File: src/rtl/page_allocator_pkg.sv
// Shared constants and types for the packet-page allocator and its port arbiters.
package page_allocator_pkg;
  localparam int PORT_NUM  = 16;
  localparam int ADDR_W    = 11;
  localparam int PAGE_NUM  = 2048;
  localparam int REL_DEPTH = 8;
  localparam int PORT_W    = $clog2(PORT_NUM);
  localparam int REL_PTR_W = $clog2(REL_DEPTH);

  typedef logic [ADDR_W-1:0] page_addr_t;
  typedef logic [PORT_W-1:0] port_idx_t;
  typedef logic [ADDR_W:0]   page_cnt_t;
endpackage

File: src/rtl/page_allocator_if.sv
// Allocation, release and free-page FIFO signals of the page allocator; slave = allocator side.
interface page_allocator_if;
  import page_allocator_pkg::*;

  logic [PORT_NUM-1:0] alloc_req;
  logic [PORT_NUM-1:0] alloc_gnt;
  page_addr_t          alloc_addr;
  logic                rel_valid;
  page_addr_t          rel_addr;
  logic                rel_ready;
  logic                pop_head;
  page_addr_t          head_addr;
  logic                push_tail;
  page_addr_t          tail_addr;
  page_cnt_t           free_cnt;
  logic                pool_low;

  modport slave (
    input  alloc_req, rel_valid, rel_addr, head_addr,
    output alloc_gnt, alloc_addr, rel_ready, pop_head, push_tail, tail_addr, free_cnt, pool_low
  );

  modport master (
    output alloc_req, rel_valid, rel_addr, head_addr,
    input  alloc_gnt, alloc_addr, rel_ready, pop_head, push_tail, tail_addr, free_cnt, pool_low
  );
endinterface

File: src/rtl/page_allocator_rr_arbiter.sv
// N-way round-robin arbiter: combinational one-hot grant and index; pointer moves past the
// winner only when en is high. No backpressure of its own.
module rr_arbiter #(
  parameter int N     = 16,
  parameter int IDX_W = $clog2(N)
) (
  input  logic             clk,
  input  logic             rst_n,
  input  logic             en,
  input  logic [N-1:0]     req,
  output logic [N-1:0]     gnt,
  output logic [IDX_W-1:0] idx
);
  logic [IDX_W-1:0] ptr_q, ptr_d;
  logic [IDX_W:0]   sum;
  logic [IDX_W-1:0] cand;
  logic             found;

  always_comb begin
    gnt   = '0;
    idx   = '0;
    found = 1'b0;
    sum   = '0;
    cand  = '0;
    // Scan starting at the priority pointer, wrapping modulo N.
    for (int k = 0; k < N; k++) begin
      sum = {1'b0, ptr_q} + (IDX_W+1)'(k);
      if (sum >= (IDX_W+1)'(N)) sum = sum - (IDX_W+1)'(N);
      cand = sum[IDX_W-1:0];
      if (!found && req[cand]) begin
        found     = 1'b1;
        gnt[cand] = 1'b1;
        idx       = cand;
      end
    end
    ptr_d = ptr_q;
    if (en && found) ptr_d = (int'(idx) == N-1) ? '0 : idx + IDX_W'(1);
  end

  always_ff @(posedge clk or negedge rst_n) begin
    if (!rst_n) ptr_q <= '0;
    else        ptr_q <= ptr_d;
  end
endmodule

File: src/rtl/page_allocator.sv
// Page-pool front end: arbitrated 1-cycle page grants from the free-page FIFO head, staged releases
// pushed back 1 cycle later; rel_ready drops only when staging is full. PAGE_ALLOC_STAT_EN adds min_free.
module page_allocator
  import page_allocator_pkg::*;
(
  input  logic            clk,
  input  logic            rst_n,
`ifdef PAGE_ALLOC_STAT_EN
  input  logic            stat_clr,
  output page_cnt_t       min_free,
`endif
  page_allocator_if.slave pa
);
  logic [PORT_NUM-1:0] eligible, arb_gnt;
  port_idx_t           arb_idx;
  logic                grant_en, push_tail;
  logic [PORT_NUM-1:0] alloc_gnt_q, alloc_gnt_d;
  page_addr_t          alloc_addr_q, alloc_addr_d;
  page_cnt_t           free_cnt_q, free_cnt_d;
  page_addr_t          stg_mem_q [REL_DEPTH];
  page_addr_t          stg_mem_d [REL_DEPTH];
  logic [REL_PTR_W:0]  wr_ptr_q, wr_ptr_d, rd_ptr_q, rd_ptr_d;
  logic                stg_empty, stg_full;

  // A port granted last cycle is masked so a late-dropping requester is not granted twice.
  assign eligible = pa.alloc_req & ~alloc_gnt_q;
  // One page stays behind as the FIFO lookahead head, so at least two must be free to grant.
  assign grant_en = rst_n && (|eligible) && (free_cnt_q >= page_cnt_t'(2));

  rr_arbiter #(.N(PORT_NUM), .IDX_W(PORT_W)) u_arb (
    .clk   (clk),
    .rst_n (rst_n),
    .en    (grant_en),
    .req   (eligible),
    .gnt   (arb_gnt),
    .idx   (arb_idx)
  );

  assign stg_empty = (wr_ptr_q == rd_ptr_q);
  assign stg_full  = (wr_ptr_q[REL_PTR_W] != rd_ptr_q[REL_PTR_W]) &&
                     (wr_ptr_q[REL_PTR_W-1:0] == rd_ptr_q[REL_PTR_W-1:0]);
  assign push_tail = !stg_empty;

  always_comb begin
    stg_mem_d = stg_mem_q;
    wr_ptr_d  = wr_ptr_q;
    rd_ptr_d  = rd_ptr_q;
    if (pa.rel_valid && !stg_full) begin
      stg_mem_d[wr_ptr_q[REL_PTR_W-1:0]] = pa.rel_addr;
      wr_ptr_d = wr_ptr_q + (REL_PTR_W+1)'(1);
    end
    if (push_tail) rd_ptr_d = rd_ptr_q + (REL_PTR_W+1)'(1);

    free_cnt_d = free_cnt_q;
    if (push_tail && !grant_en)      free_cnt_d = free_cnt_q + page_cnt_t'(1);
    else if (!push_tail && grant_en) free_cnt_d = free_cnt_q - page_cnt_t'(1);

    alloc_gnt_d  = grant_en ? arb_gnt : '0;
    alloc_addr_d = grant_en ? pa.head_addr : alloc_addr_q;
  end

  always_ff @(posedge clk or negedge rst_n) begin
    if (!rst_n) begin
      alloc_gnt_q  <= '0;
      alloc_addr_q <= '0;
      free_cnt_q   <= page_cnt_t'(PAGE_NUM);
      wr_ptr_q     <= '0;
      rd_ptr_q     <= '0;
      stg_mem_q    <= '{default: '0};
    end else begin
      alloc_gnt_q  <= alloc_gnt_d;
      alloc_addr_q <= alloc_addr_d;
      free_cnt_q   <= free_cnt_d;
      wr_ptr_q     <= wr_ptr_d;
      rd_ptr_q     <= rd_ptr_d;
      stg_mem_q    <= stg_mem_d;
    end
  end

  assign pa.alloc_gnt  = alloc_gnt_q;
  assign pa.alloc_addr = alloc_addr_q;
  assign pa.pop_head   = grant_en;
  assign pa.push_tail  = push_tail;
  assign pa.tail_addr  = stg_empty ? '0 : stg_mem_q[rd_ptr_q[REL_PTR_W-1:0]];
  assign pa.rel_ready  = !stg_full;
  assign pa.free_cnt   = free_cnt_q;
  assign pa.pool_low   = (free_cnt_q < page_cnt_t'(2));

`ifdef PAGE_ALLOC_STAT_EN
  page_cnt_t min_free_q, min_free_d;

  always_comb begin
    min_free_d = min_free_q;
    if (stat_clr)                     min_free_d = free_cnt_q;
    else if (free_cnt_q < min_free_q) min_free_d = free_cnt_q;
  end

  always_ff @(posedge clk or negedge rst_n) begin
    if (!rst_n) min_free_q <= page_cnt_t'(PAGE_NUM);
    else        min_free_q <= min_free_d;
  end

  assign min_free = min_free_q;
`endif

  // Count above the pool size means a page was released twice.
  a_no_double_free: assert property (@(posedge clk) disable iff (!rst_n)
    free_cnt_q <= page_cnt_t'(PAGE_NUM));
  a_gnt_matches_idx: assert property (@(posedge clk) disable iff (!rst_n)
    grant_en |-> (arb_gnt == (PORT_NUM'(1) << arb_idx)));
endmodule

File: src/flat_wrapper.sv
// flat-port wrapper written by rule: the top's interface ports become plain ports
module page_allocator_flat import page_allocator_pkg::*;
  (clk, rst_n, pa_alloc_req, pa_rel_valid, pa_rel_addr, pa_head_addr, pa_alloc_gnt, pa_alloc_addr, pa_rel_ready, pa_pop_head, pa_push_tail, pa_tail_addr, pa_free_cnt, pa_pool_low);
  page_allocator_if pa_i ();
  input  logic clk;
  input  logic rst_n;
  input wire logic [$bits(pa_i.alloc_req)-1:0] pa_alloc_req;
  input wire logic [$bits(pa_i.rel_valid)-1:0] pa_rel_valid;
  input wire logic [$bits(pa_i.rel_addr)-1:0] pa_rel_addr;
  input wire logic [$bits(pa_i.head_addr)-1:0] pa_head_addr;
  output wire logic [$bits(pa_i.alloc_gnt)-1:0] pa_alloc_gnt;
  output wire logic [$bits(pa_i.alloc_addr)-1:0] pa_alloc_addr;
  output wire logic [$bits(pa_i.rel_ready)-1:0] pa_rel_ready;
  output wire logic [$bits(pa_i.pop_head)-1:0] pa_pop_head;
  output wire logic [$bits(pa_i.push_tail)-1:0] pa_push_tail;
  output wire logic [$bits(pa_i.tail_addr)-1:0] pa_tail_addr;
  output wire logic [$bits(pa_i.free_cnt)-1:0] pa_free_cnt;
  output wire logic [$bits(pa_i.pool_low)-1:0] pa_pool_low;
  assign pa_i.alloc_req = pa_alloc_req;
  assign pa_i.rel_valid = pa_rel_valid;
  assign pa_i.rel_addr = pa_rel_addr;
  assign pa_i.head_addr = pa_head_addr;
  assign pa_alloc_gnt = pa_i.alloc_gnt;
  assign pa_alloc_addr = pa_i.alloc_addr;
  assign pa_rel_ready = pa_i.rel_ready;
  assign pa_pop_head = pa_i.pop_head;
  assign pa_push_tail = pa_i.push_tail;
  assign pa_tail_addr = pa_i.tail_addr;
  assign pa_free_cnt = pa_i.free_cnt;
  assign pa_pool_low = pa_i.pool_low;
  page_allocator u_core (.clk(clk), .rst_n(rst_n), .pa(pa_i));
endmodule
File: config.mk
export PLATFORM = sky130hd
export DESIGN_NAME = page_allocator_flat
export DESIGN_NICKNAME = d
export VERILOG_FILES = /design/src/rtl/page_allocator_pkg.sv /design/src/rtl/page_allocator_if.sv /design/src/rtl/page_allocator_rr_arbiter.sv /design/src/rtl/page_allocator.sv /design/src/flat_wrapper.sv
export SDC_FILE = /design/constraint.sdc
export NUM_CORES = 1
export LEC_CHECK = 0
export ABC_CLOCK_PERIOD_IN_PS = 12350
export CELL_PAD_IN_SITES_DETAIL_PLACEMENT = 0
export CELL_PAD_IN_SITES_GLOBAL_PLACEMENT = 1
export CORE_MARGIN = 3
export CORE_UTILIZATION = 50
export CTS_BUF_LIST = sky130_fd_sc_hd__clkbuf_8 sky130_fd_sc_hd__clkbuf_16
export CTS_CLUSTER_DIAMETER = 200
export DETAILED_ROUTE_END_ITERATION = 16
export PLACE_DENSITY_LB_ADDON = 0.1
export SYNTH_ARGS = -nofsm -noshare
export SYNTH_HDL_FRONTEND = slang
export SYNTH_HIERARCHICAL = 1
export SYNTH_SLANG_ARGS = --single-unit
File: constraint.sdc
create_clock -name clk -period 12.35 [get_ports clk]
set_input_delay 1.235 -clock clk [delete_from_list [all_inputs] [get_ports clk]]
set_output_delay 1.235 -clock clk [all_outputs]
set_load 0.02 [all_outputs]
==> summary.md <==
| Metric | Value |
|---|---|
| Status | `finished clean` |
| First-pass GRT wire length | `46,280 microns` |
| Number of flops mapped to enable cells by yosys | `0` |
| Fillers | `~1,800` |
| CTS max path bufs | `2` |
| Warnings, synthesis | `6` |
| # DRC | `0` |
| # IOs | `95` |
| CP startpoint | `u_core/u_arb/ptr_q[0]$_DFFE_PN0P_` |
| Reg2reg start | `u_core/u_arb/ptr_q[0]$_DFFE_PN0P_` |
| First-pass detailed-route iteration total | `6` |
| Multi-input gate area | `between 6000 and 7000 sq um` |
| Clk Latency, worst-skew pair | `approximately 410 ps` |
| Least-Margin Pin Slew | `between 900 and 1000 ps` |
| GR Overflow Total | `0` |
| Most common cell after layout, fill and taps aside | `dfrtp_1` |
| GRT Total Usage | `26.66%` |
| Setup Fix Bufs, Post-CTS | `0` |
| Routed len/inst | `22.18 microns` |
| Rel. slew slack | `between 30% and 40%` |
| Clk sinks | `approximately 140` |
| CP required | `between 10,000 and 15,000 ps` |
| Final setup fails | `0` |
| Crit-path max FO | `40` |
| Syn Area/Cell | `10.50 sq um` |
| H-tree depth | `4` |
| Die ar. | `between 20,000 and 25,000 sq um` |
| Critical path class | `reg -> reg` |
| Hold WC Path Type | `reg -> reg` |
| Total Wirelength | `29,740 microns` |
| Row count | `52` |
| Top_reg_cell synth | `dfrtp_1` |
| Arr. time, crit path | `about 6000 ps` |
| Max_cap viols | `0` |
| Crit path time final | `~5700 ps` |
| Area grow syn2layout | `16.06%` |
| Setup TNS Final | `0 ps` |
| Root Driver | `clkbuf_16` |
| FFs w/ async S/R, synth | `100.0%` |
| Syn_nets | `1,058` |
| Max Slew Vio Count | `0` |
| Sequential area share after synthesis | `33.57%` |
| # diodes | `0` |
| Vias per cell | `between 6 and 7` |
| Vias in the first global route | `roughly 8,200` |
| Synthesized netlist cell count | `around 990` |
| Unrepaired setup endpoints after global routing | `false` |
| Seq cells post-synth | `between 100 and 150` |
| Register clock-pin slew on the reported worst setup and hold paths | `roughly 60 ps` |
| DP Wirelength | `around 21,000 microns` |
| Vias | `roughly 8,400` |
| Initial antenna violation count | `1` |
| Crit start category | `flip-flop` |
| Max Freq | `about 0.18 GHz` |
| Post-synthesis cell area | `approximately 10,000 sq um` |
| Largest net degree at the start of global routing | `90` |
| Finished Cell Area | `about 12,000 sq um` |
| Post-route ant nets | `0` |
| Post_cts resized | `0` |
| Starting Density | `between 50 and 60%` |
| Die W | `150.0 microns` |
| Die height | `approximately 150 microns` |
| DRT iter0 DRCs | `600` |
| Final Hold Viols | `0` |
| Gp weighted congestion | `approximately 0.95` |
| CTS tree | `built` |
| Register Area | `around 3500 sq um` |
| Hold buffers post-CTS | `0` |
| Layout cell share with drive strength beyond 1 | `a little under a quarter` |
| Placed Area | `approximately 11,000 sq um` |
| Core Box Area | `around 20,000 sq um` |
| Hold Crit Start | `u_core/rd_ptr_q[3]$_DFFE_PN0N_` |
| Nets@finish | `1,129` |
| Cts bufs inserted | `17` |
| Commonest non-fill, non-tap cells in the layout | `138 x dfrtp_1, 107 x mux2_2, 93 x clkdlybuf4s50_1` |
| IO Port Bufs | `94` |
| Nature of the critical path endpoint | `flip-flop` |
| Clock skew | `~14 ps` |
| Post-synthesis cell type count | `86` |
| Final period util | `roughly 46%` |
-- worst paths after layout --
check | end | slack (ps) | cells past startpoint
setup / recovery | u_core/pa.alloc_gnt[7]$_DFF_PN0_ | 6690 | 15
hold / removal | u_core/rd_ptr_q[3]$_DFFE_PN0N_ | 490 | 1
setup reg to reg | u_core/pa.alloc_gnt[7]$_DFF_PN0_ | 6690 | 15
hold reg to reg | u_core/rd_ptr_q[3]$_DFFE_PN0N_ | 490 | 1
max in group asynchronous | u_core/stg_mem_q[35]$_DFFE_PN0P_ | 10260 | 2
min in group asynchronous | u_core/u_arb/ptr_q[3]$_DFFE_PN0P_ | 860 | 1
-- through the flow --
| step | setup WS [ps] | hold slack, ps | util [%] | instances |
|---|---|---|---|---|
| detailed placement | 6729 | 482.1 | 56.41 | 1309 |
| CTS | 6786 | 492.0 | 59.27 | 1341 |
| floorplan | 7775 | 460.4 | - | 987 |
| global placement | 6788 | 476.2 | 56.41 | 1309 |
| global route | 6396 | 509.9 | 59.27 | 1341 |
| finish | 6695 | 493.7 | 59.27 | 1341 |
-- critical path, cell delays in order, from the launching register on --
cell and delay (ps):
dfrtp_1 320, buf_4 440, clkinv_1 370, ha_1 290
buf_4 230, xnor2_1 580, mux2i_1 500, nand2b_1 280
o211ai_4 210, nor4b_4 770, nand3_1 320, mux2_2 380
o21ai_0 410, a221oi_1 190, nand2_1 120, and2_1 120
-- cell usage after synthesis (all sizes together), types with 4 or more instances --
library cell / count / area share [%]
buf: 37 / 2.4
nand2: 91 / 3.3
and4: 4 / 0.34
nor2: 56 / 2.1
a221oi: 9 / 0.76
o21a: 5 / 0.36
o221ai: 5 / 0.42
nand2b: 5 / 0.30
nor4: 12 / 1.0
ha: 29 / 3.5
a21o: 6 / 0.43
a31oi: 9 / 0.54
a211oi: 6 / 0.48
inv: 16 / 0.58
a221o: 13 / 1.3
nor2b: 21 / 1.3
and2: 17 / 1.0
clkbuf: 24 / 0.87
a22oi: 10 / 0.72
o22ai: 4 / 0.24
xor2: 10 / 0.84
mux2i: 40 / 4.1
mux4: 44 / 9.6
mux2: 123 / 14
o211ai: 13 / 1.1
a21oi: 39 / 1.9
dfrtp: 138 / 33
xnor2: 22 / 2.0
nand3: 48 / 2.4
nor3: 13 / 0.78
o21ai: 51 / 2.5
and3: 10 / 0.60
nand4: 12 / 0.99
-- area by class of cell --
class / instances / share of cell area [%]
clock buffers: 19 / 3.765
clock inverters: 13 / 1.061
inverters: 19 / 0.5928
multi-input cells: 767 / 53.78
flip-flops and latches: 139 / 28.92
well taps: 270 / 2.808
repair buffers: 114 / 9.079
-- metal layers --
layer / GRT usage (%) / wire length, microns / up-vias
met4: 8.966 / 821 / 2
met2: 44.31 / 14500 / 329
met5: 0 / 11 / -
met1: 35.68 / 12440 / 4148
met3: 4.270 / 1963 / 66
li1: - / - / 3866
-- flip-flops by register name (all words and copies together) (netlist names) --
name and flops:
u_core/wr_ptr_q 4, u_core/pa.free_cnt 12, u_core/u_arb/ptr_q 4, u_core/rd_ptr_q 4
u_core/pa.alloc_gnt 16, u_core/stg_mem_q 88, u_core/pa.alloc_addr 11
-- cells by family after synthesis --
logic type	share of synthesized area, %
compound gates	13.10
mux	27.46
buf+inv	4.092
xor+xnor	2.848
simple gates	15.24
flops	33.57
fa+ha+maj	3.693
Power is left out: the tool's default activity adds up to more than one toggle a clock period on the data nets, which glitch-free logic cannot reach.
